File: src/rtl/operand2_decoder_pkg.sv
// Shared types for the operand-2 decoder: FSM states, shifter opcodes, operand modes.
package operand2_decoder_pkg;

    localparam int unsigned DATA_W  = 32;
    localparam int unsigned AMT_W   = 8;
    localparam int unsigned SHAMT_W = 5;
    localparam int unsigned RADDR_W = 4;

    typedef enum logic [1:0] {
        ST_IDLE  = 2'd0,
        ST_RSRD  = 2'd1,
        ST_SHIFT = 2'd2,
        ST_OUT   = 2'd3
    } state_e;

    // Encoding matches the Sh port of the external shifter.
    typedef enum logic [1:0] {
        SH_LSL = 2'b00,
        SH_LSR = 2'b01,
        SH_ASR = 2'b10,
        SH_ROR = 2'b11
    } sh_e;

    typedef enum logic [1:0] {
        MODE_IMM    = 2'd0,
        MODE_IMM_SH = 2'd1,
        MODE_REG_SH = 2'd2
    } mode_e;

    // Classify a data-processing instruction by its operand-2 form.
    function automatic mode_e decode_mode(input logic [DATA_W-1:0] instr);
        mode_e m;
        if (instr[25]) begin
            m = MODE_IMM;
        end else if (instr[4]) begin
            m = MODE_REG_SH;
        end else begin
            m = MODE_IMM_SH;
        end
        return m;
    endfunction

endpackage

File: src/rtl/operand2_decoder_if.sv
// Instruction, register-read, shifter and operand handshake signals of the decoder.
interface operand2_decoder_if;
    import operand2_decoder_pkg::*;

    logic                 InstrValid;
    logic                 InstrReady;
    logic [DATA_W-1:0]    Instr;
    logic [DATA_W-1:0]    RmData;
    logic                 CarryIn;

    logic                 RsRead;
    logic [RADDR_W-1:0]   RsAddr;
    logic [DATA_W-1:0]    RsData;

    logic [1:0]           Sh;
    logic [SHAMT_W-1:0]   Shamt5;
    logic [DATA_W-1:0]    ShIn;
    logic [DATA_W-1:0]    ShOut;

    logic                 OpValid;
    logic                 OpReady;
    logic [DATA_W-1:0]    Src2;
    logic                 ShCarry;

    // Environment side: issues instructions, serves the register file and shifter.
    modport master (
        output InstrValid, Instr, RmData, CarryIn, RsData, ShOut, OpReady,
        input  InstrReady, RsRead, RsAddr, Sh, Shamt5, ShIn, OpValid, Src2, ShCarry
    );

    // Decoder side.
    modport slave (
        input  InstrValid, Instr, RmData, CarryIn, RsData, ShOut, OpReady,
        output InstrReady, RsRead, RsAddr, Sh, Shamt5, ShIn, OpValid, Src2, ShCarry
    );

endinterface

File: src/rtl/operand2_decoder_shift_fixup.sv
// Combinational special-case and carry-out resolution around the external shifter result.
module shift_fixup
    import operand2_decoder_pkg::*;
(
    input  mode_e              mode_i,
    input  sh_e                sh_i,
    input  logic [AMT_W-1:0]   amt8_i,
    input  logic [DATA_W-1:0]  rm_i,
    input  logic               cin_i,
    input  logic [DATA_W-1:0]  sh_out_i,
    output logic [DATA_W-1:0]  src2_c_o,
    output logic               carry_c_o
);

    logic [SHAMT_W-1:0] n;
    logic [SHAMT_W-1:0] lsl_idx;
    logic [SHAMT_W-1:0] rsh_idx;
    logic [DATA_W-1:0]  sign_fill;

    assign n         = amt8_i[SHAMT_W-1:0];
    assign lsl_idx   = SHAMT_W'(6'd32 - {1'b0, n});
    assign rsh_idx   = n - SHAMT_W'(1);
    assign sign_fill = {DATA_W{rm_i[DATA_W-1]}};

    // Pick shifter result or an override, and the matching carry-out.
    always_comb begin
        src2_c_o  = sh_out_i;
        carry_c_o = cin_i;
        case (mode_i)
            MODE_IMM: begin
                carry_c_o = (amt8_i == '0) ? cin_i : sh_out_i[DATA_W-1];
            end
            MODE_IMM_SH: begin
                if (n == '0) begin
                    case (sh_i)
                        SH_LSL: begin src2_c_o = rm_i;      carry_c_o = cin_i;           end
                        SH_LSR: begin src2_c_o = '0;        carry_c_o = rm_i[DATA_W-1];  end
                        SH_ASR: begin src2_c_o = sign_fill; carry_c_o = rm_i[DATA_W-1];  end
                        default: begin
                            src2_c_o  = {cin_i, rm_i[DATA_W-1:1]};
                            carry_c_o = rm_i[0];
                        end
                    endcase
                end else begin
                    case (sh_i)
                        SH_LSL:  carry_c_o = rm_i[lsl_idx];
                        SH_ROR:  carry_c_o = sh_out_i[DATA_W-1];
                        default: carry_c_o = rm_i[rsh_idx];
                    endcase
                end
            end
            MODE_REG_SH: begin
                if (amt8_i == '0) begin
                    src2_c_o  = rm_i;
                    carry_c_o = cin_i;
                end else if (sh_i == SH_ROR) begin
                    // Rotation by a multiple of 32 leaves the value unchanged.
                    if (n == '0) begin
                        src2_c_o  = rm_i;
                        carry_c_o = rm_i[DATA_W-1];
                    end else begin
                        carry_c_o = sh_out_i[DATA_W-1];
                    end
                end else if (amt8_i == AMT_W'(32)) begin
                    case (sh_i)
                        SH_LSL:  begin src2_c_o = '0;        carry_c_o = rm_i[0];         end
                        SH_LSR:  begin src2_c_o = '0;        carry_c_o = rm_i[DATA_W-1];  end
                        default: begin src2_c_o = sign_fill; carry_c_o = rm_i[DATA_W-1];  end
                    endcase
                end else if (amt8_i > AMT_W'(32)) begin
                    if (sh_i == SH_ASR) begin
                        src2_c_o  = sign_fill;
                        carry_c_o = rm_i[DATA_W-1];
                    end else begin
                        src2_c_o  = '0;
                        carry_c_o = 1'b0;
                    end
                end else if (sh_i == SH_LSL) begin
                    carry_c_o = rm_i[lsl_idx];
                end else begin
                    carry_c_o = rm_i[rsh_idx];
                end
            end
            default: ;
        endcase
    end

endmodule

File: src/rtl/operand2_decoder.sv
// Operand-2 decoder: captures an instruction, optionally reads Rs, drives the external
// shifter from registers, fixes up special cases and presents Src2/ShCarry by handshake.
module operand2_decoder
    import operand2_decoder_pkg::*;
(
    input  logic                CLK,
    input  logic                RESETn,
    operand2_decoder_if.slave   bus
);

    state_e               state_q;
    mode_e                mode_q;
    logic [DATA_W-1:0]    rm_q;
    logic                 cin_q;
    logic [AMT_W-1:0]     amt8_q;
    logic                 instr_ready_q;
    logic                 rs_read_q;
    logic [RADDR_W-1:0]   rs_addr_q;
    sh_e                  sh_q;
    logic [SHAMT_W-1:0]   shamt_q;
    logic [DATA_W-1:0]    shin_q;
    logic                 op_valid_q;
    logic [DATA_W-1:0]    src2_q;
    logic                 sh_carry_q;

    mode_e                in_mode;
    logic [DATA_W-1:0]    src2_d;
    logic                 sh_carry_d;

    assign in_mode = decode_mode(bus.Instr);

    shift_fixup u_fixup (
        .mode_i    (mode_q),
        .sh_i      (sh_q),
        .amt8_i    (amt8_q),
        .rm_i      (rm_q),
        .cin_i     (cin_q),
        .sh_out_i  (bus.ShOut),
        .src2_c_o  (src2_d),
        .carry_c_o (sh_carry_d)
    );

    // Sequencer: IDLE capture -> optional Rs read -> shift -> hold result until accepted.
    always_ff @(posedge CLK or negedge RESETn) begin
        if (!RESETn) begin
            state_q       <= ST_IDLE;
            mode_q        <= MODE_IMM;
            rm_q          <= '0;
            cin_q         <= 1'b0;
            amt8_q        <= '0;
            instr_ready_q <= 1'b0;
            rs_read_q     <= 1'b0;
            rs_addr_q     <= '0;
            sh_q          <= SH_LSL;
            shamt_q       <= '0;
            shin_q        <= '0;
            op_valid_q    <= 1'b0;
            src2_q        <= '0;
            sh_carry_q    <= 1'b0;
        end else begin
            rs_read_q <= 1'b0;
            case (state_q)
                ST_IDLE: begin
                    instr_ready_q <= 1'b1;
                    if (bus.InstrValid && instr_ready_q) begin
                        instr_ready_q <= 1'b0;
                        mode_q        <= in_mode;
                        rm_q          <= bus.RmData;
                        cin_q         <= bus.CarryIn;
                        if (in_mode == MODE_IMM) begin
                            sh_q    <= SH_ROR;
                            shin_q  <= DATA_W'(bus.Instr[7:0]);
                            shamt_q <= {bus.Instr[11:8], 1'b0};
                            amt8_q  <= AMT_W'({bus.Instr[11:8], 1'b0});
                        end else begin
                            sh_q    <= sh_e'(bus.Instr[6:5]);
                            shin_q  <= bus.RmData;
                            shamt_q <= (in_mode == MODE_REG_SH) ? '0 : bus.Instr[11:7];
                            amt8_q  <= AMT_W'(bus.Instr[11:7]);
                        end
                        if (in_mode == MODE_REG_SH) begin
                            rs_read_q <= 1'b1;
                            rs_addr_q <= bus.Instr[11:8];
                            state_q   <= ST_RSRD;
                        end else begin
                            state_q   <= ST_SHIFT;
                        end
                    end
                end
                ST_RSRD: begin
                    amt8_q  <= bus.RsData[AMT_W-1:0];
                    shamt_q <= bus.RsData[SHAMT_W-1:0];
                    state_q <= ST_SHIFT;
                end
                ST_SHIFT: begin
                    src2_q     <= src2_d;
                    sh_carry_q <= sh_carry_d;
                    op_valid_q <= 1'b1;
                    state_q    <= ST_OUT;
                end
                default: begin
                    if (bus.OpReady) begin
                        op_valid_q    <= 1'b0;
                        instr_ready_q <= 1'b1;
                        state_q       <= ST_IDLE;
                    end
                end
            endcase
        end
    end

    assign bus.InstrReady = instr_ready_q;
    assign bus.RsRead     = rs_read_q;
    assign bus.RsAddr     = rs_addr_q;
    assign bus.Sh         = sh_q;
    assign bus.Shamt5     = shamt_q;
    assign bus.ShIn       = shin_q;
    assign bus.OpValid    = op_valid_q;
    assign bus.Src2       = src2_q;
    assign bus.ShCarry    = sh_carry_q;

endmodule

File: src/flat_wrapper.sv
// flat-port wrapper written by rule: the top's interface ports become plain ports
module operand2_decoder_flat import operand2_decoder_pkg::*;
  (CLK, RESETn, bus_InstrValid, bus_Instr, bus_RmData, bus_CarryIn, bus_RsData, bus_ShOut, bus_OpReady, bus_InstrReady, bus_RsRead, bus_RsAddr, bus_Sh, bus_Shamt5, bus_ShIn, bus_OpValid, bus_Src2, bus_ShCarry);
  operand2_decoder_if bus_i ();
  input  logic CLK;
  input  logic RESETn;
  input wire logic [$bits(bus_i.InstrValid)-1:0] bus_InstrValid;
  input wire logic [$bits(bus_i.Instr)-1:0] bus_Instr;
  input wire logic [$bits(bus_i.RmData)-1:0] bus_RmData;
  input wire logic [$bits(bus_i.CarryIn)-1:0] bus_CarryIn;
  input wire logic [$bits(bus_i.RsData)-1:0] bus_RsData;
  input wire logic [$bits(bus_i.ShOut)-1:0] bus_ShOut;
  input wire logic [$bits(bus_i.OpReady)-1:0] bus_OpReady;
  output wire logic [$bits(bus_i.InstrReady)-1:0] bus_InstrReady;
  output wire logic [$bits(bus_i.RsRead)-1:0] bus_RsRead;
  output wire logic [$bits(bus_i.RsAddr)-1:0] bus_RsAddr;
  output wire logic [$bits(bus_i.Sh)-1:0] bus_Sh;
  output wire logic [$bits(bus_i.Shamt5)-1:0] bus_Shamt5;
  output wire logic [$bits(bus_i.ShIn)-1:0] bus_ShIn;
  output wire logic [$bits(bus_i.OpValid)-1:0] bus_OpValid;
  output wire logic [$bits(bus_i.Src2)-1:0] bus_Src2;
  output wire logic [$bits(bus_i.ShCarry)-1:0] bus_ShCarry;
  assign bus_i.InstrValid = bus_InstrValid;
  assign bus_i.Instr = bus_Instr;
  assign bus_i.RmData = bus_RmData;
  assign bus_i.CarryIn = bus_CarryIn;
  assign bus_i.RsData = bus_RsData;
  assign bus_i.ShOut = bus_ShOut;
  assign bus_i.OpReady = bus_OpReady;
  assign bus_InstrReady = bus_i.InstrReady;
  assign bus_RsRead = bus_i.RsRead;
  assign bus_RsAddr = bus_i.RsAddr;
  assign bus_Sh = bus_i.Sh;
  assign bus_Shamt5 = bus_i.Shamt5;
  assign bus_ShIn = bus_i.ShIn;
  assign bus_OpValid = bus_i.OpValid;
  assign bus_Src2 = bus_i.Src2;
  assign bus_ShCarry = bus_i.ShCarry;
  operand2_decoder u_core (.CLK(CLK), .RESETn(RESETn), .bus(bus_i));
endmodule
File: config.mk
export PLATFORM = sky130hd
export DESIGN_NAME = operand2_decoder_flat
export DESIGN_NICKNAME = d
export VERILOG_FILES = /design/src/rtl/operand2_decoder_pkg.sv /design/src/rtl/operand2_decoder_if.sv /design/src/rtl/operand2_decoder_shift_fixup.sv /design/src/rtl/operand2_decoder.sv /design/src/flat_wrapper.sv
export SDC_FILE = /design/constraint.sdc
export NUM_CORES = 1
export LEC_CHECK = 0
export BUFFER_PORTS_ARGS = -buffer_cell sky130_fd_sc_hd__clkbuf_2
export CORE_ASPECT_RATIO = 1.2
export CORE_MARGIN = 1.5
export CORE_UTILIZATION = 45
export CTS_CLUSTER_SIZE = 25
export DETAILED_ROUTE_END_ITERATION = 8
export GPL_TIMING_DRIVEN = 0
export MAX_ROUTING_LAYER = met4
export PLACE_DENSITY_LB_ADDON = 0.05
export SKIP_CTS_REPAIR_TIMING = 1
export SLEW_MARGIN = 15
export SYNTH_ARGS = -nofsm -noshare
export SYNTH_HDL_FRONTEND = slang
export SYNTH_SLANG_ARGS = --single-unit
File: constraint.sdc
create_clock -name CLK -period 4.7 [get_ports CLK]
set_input_delay 0.47 -clock CLK [delete_from_list [all_inputs] [get_ports CLK]]
set_output_delay 0.47 -clock CLK [all_outputs]
set_load 0.05 [all_outputs]
==> qor.yml <==
initial_core_util_pct: 45.9
hold_viol_final: 0
synth_seq_cells: 124
die_h_um: 146
wl_per_cell_um: 19.6
p_switching_mw: 3.89
synth_area_leaders: "dfrtp_1 40%, o21ai_0 10%, o221ai_1 6.8%"
rsz0062_at_grt: "false"
intPower_mw: 3.74
slew_viol_final: 0
n_antenna_cell: 0
clock_latency_ps: 430
overflow: 0
cts.path.max_buffers: 2
combinationalPowerShare_pct: 55.8
grt_pass1_wl_um: 38900
syn_inst: 825
cp-start-kind: "flip-flop"
setup_violations: 0
cts_made_buffers: 17
ys_warn_count: 0
required_ps: 5000
antenna_found_initial: 0
crit_path_end_kind: "flip-flop"
globalplace.congestion: 0.939
syn_area_per_cell_um2: 9.33
ys_types: 53
synth_top_area_cell: "dfrtp_1"
place_hpwl_um: 18100
viasPerCell: 5.95
die_area_mm2: 0.0179
fin_setup_tns_ps: 0
cp.buffers_inverters: 4
powerDensity_mw_per_mm2: 809
cts-root-buf: "clkbuf_16"
status: "finished, final reports clean"
netlist_area_mm2: 0.00770
drt_wl_total_um: 24400
hp-class: "primary input to flip-flop"
cp_top_family: "compound AO/OA/AOI/OAI gates"
vias: 7392
finalHoldWorstSlack_ps: 274
min_period_ps: 3360
cts_tree: "yes"
portBuffers: 168
core_area_mm2: 0.0168
grt_usage_pct: 28.6
area_growth_pct: 22.4
drc: 0
cp_max_fo: 10
pwr-share-clk_pct: 16.8
p_seq_share_pct: 27.5
fmax_mhz: 298
die_w_um: 122
drtAntennaViolNets: 0
grt_pass1_vias: 7186
ys_seq_area_share_pct: 40.3
path_cells: "buf_6 > buf_8 > inv_1 > ha_1 > nor3b_2 > ha_1 > nand2b_1 > a21oi_1 > clkbuf_1 > a21boi_0 > o21ai_0 > o221ai_1 > o21ai_1"
syn_nets: 972
async_flop_share_pct: 100
vdd_ir_drop_max_uv: 384
slew_headroom_pct: 52.4
switching_share_pct: 51.0
drive_gt1_share_pct: 26.0
clock_sinks: 124
dr.first_iter.drc_count: 827
maxCapViolCount: 0
num_rows: 52
clk_pin_slew_ps: 60
drt-pass1-iter-count: 5
power_leakage_nw: 4.03
h-tree-depth: 4
finalNetCount: 1161
grt_max_degree: 82
ios: 212
skew_ps: 8.15
path_class: "flip-flop to flip-flop"
tightest_slew_ps: 714
cpMostUsedCell: "ha_1"
finalCritPeriodShare_pct: 71.5
critPathSlowestCell: "dfrtp_1"
max_stage_delay_ps: 370
synth-edff-count: 0
cp.arrival_ps: 3660
synth.top_cell.area_share_pct: 40.3
ys.flop_type: "dfrtp_1"
cells in the final DEF (no fill, tap or decap), types with 17 or more instances in the layout:
| cell type | synthesis | final |
|---|---|---|
| clkbuf_2 | 2 | 169 |
| inv_1 | 44 | 44 |
| dfrtp_1 | 124 | 124 |
| clkbuf_1 | 68 | 69 |
| mux2i_1 | 20 | 20 |
| nand2b_1 | 26 | 26 |
| o21ai_0 | 154 | 154 |
| clkbuf_16 | 0 | 17 |
| a21oi_1 | 19 | 19 |
| o21ai_1 | 37 | 37 |
| nand2_1 | 53 | 53 |
| nor2_1 | 26 | 26 |
| mux2_2 | 40 | 40 |
| a21boi_0 | 29 | 29 |
| o221ai_1 | 60 | 60 |
| a31oi_1 | 31 | 31 |
cell type report:
| class | count | area (um2) |
|---|---|---|
| repair buffers | 170 | 887 |
| clock buffers | 18 | 429 |
| plain buffers | 77 | 314 |
| well taps | 216 | 270 |
| clock inverters | 14 | 138 |
| fillers | 1618 | 7360 |
| multi-input cells | 580 | 4120 |
| inverters | 44 | 165 |
| flip-flops and latches | 124 | 3100 |
metrics by stage:
stage	instances	total power [mW]	utilization, %	area (um2)	setup slack (ps)
2_1_floorplan	825	5.12	-	7700	2010
3_3_place_gp	1209	6.27	52.5	8810	1170
3_5_place_dp	1210	6.33	52.7	8850	1350
4_1_cts	1242	7.63	56.1	9420	1330
5_1_grt	1243	8.10	56.1	9430	1070
6_report	1243	7.63	56.1	9430	1340
synth_stat cells, types with 20 or more instances:
cell type and count:
clkbuf_1 68, o221ai_1 60, nand2_1 53, a31oi_1 31, inv_1 44, o21ai_1 37
o21ai_0 154, mux2i_1 20, nand2b_1 26, a21boi_0 29, nor2_1 26, dfrtp_1 124
mux2_2 40
worst register-to-register path: stages, from the launching register on:
cell and delay, ps:
dfrtp_1 370, buf_6 150, buf_8 150, inv_1 140
ha_1 260, nor3b_2 300, ha_1 330, nand2b_1 100
a21oi_1 340, clkbuf_1 350, a21boi_0 270, o21ai_0 110
o221ai_1 250, o21ai_1 100
kinds of logic after synthesis:
family,share of synthesized area (%)
AOI/OAI and AO/OA,29.3
xor gates and xnor gates,0.536
adders and majority gates,2.27
buffers and inverters,6.22
DFF,40.3
muxes,13.6
and+or+nand+nor,7.73
final timing paths:
path | start | end | slack [ps] | cells after the start
max in group asynchronous | RESETn | u_core.rm_q[27] | 3450 | 3
hold / removal | bus_RsData[6] | u_core.amt8_q[6] | 270 | 2
setup reg to reg | u_core.amt8_q[0] | u_core.bus.Src2[11] | 1340 | 13
min in group asynchronous | RESETn | u_core.bus.Src2[5] | 530 | 2
hold reg to reg | u_core.bus.ShIn[4] | u_core.bus.ShIn[4] | 480 | 2
setup / recovery | u_core.amt8_q[0] | u_core.bus.Src2[11] | 1340 | 13
state kept, by name, summed over array words and instances, names as in the netlist, 2 cells and up:
name               cells
u_core.bus.Sh          2
u_core.bus.Src2       32
u_core.rm_q           32
u_core.bus.ShIn       32
u_core.bus.Shamt5      5
u_core.amt8_q          8
u_core.state_q         2
u_core.mode_q          2
u_core.bus.RsAddr      4
power groups by stage:
stage	sequential (mW)	clock [mW]	combinational (mW)
detailed placement	2.09	0	4.24
CTS	2.08	1.30	4.25
floorplan	2.93	0	2.19
global placement	2.09	0	4.18
finish	2.10	1.28	4.26
global route	2.16	1.35	4.59
metal layers:
metal | global-route usage (%) | up-vias | part of all wire (%)
li1 | - | 3471 | -
met1 | 38.9 | 3517 | 43
met2 | 43.0 | 345 | 47
met3 | 5.00 | 59 | 6.8
met4 | 10.4 | 0 | 2.9
met5 | - | - | 0
Power figures use the tool's default switching activity.
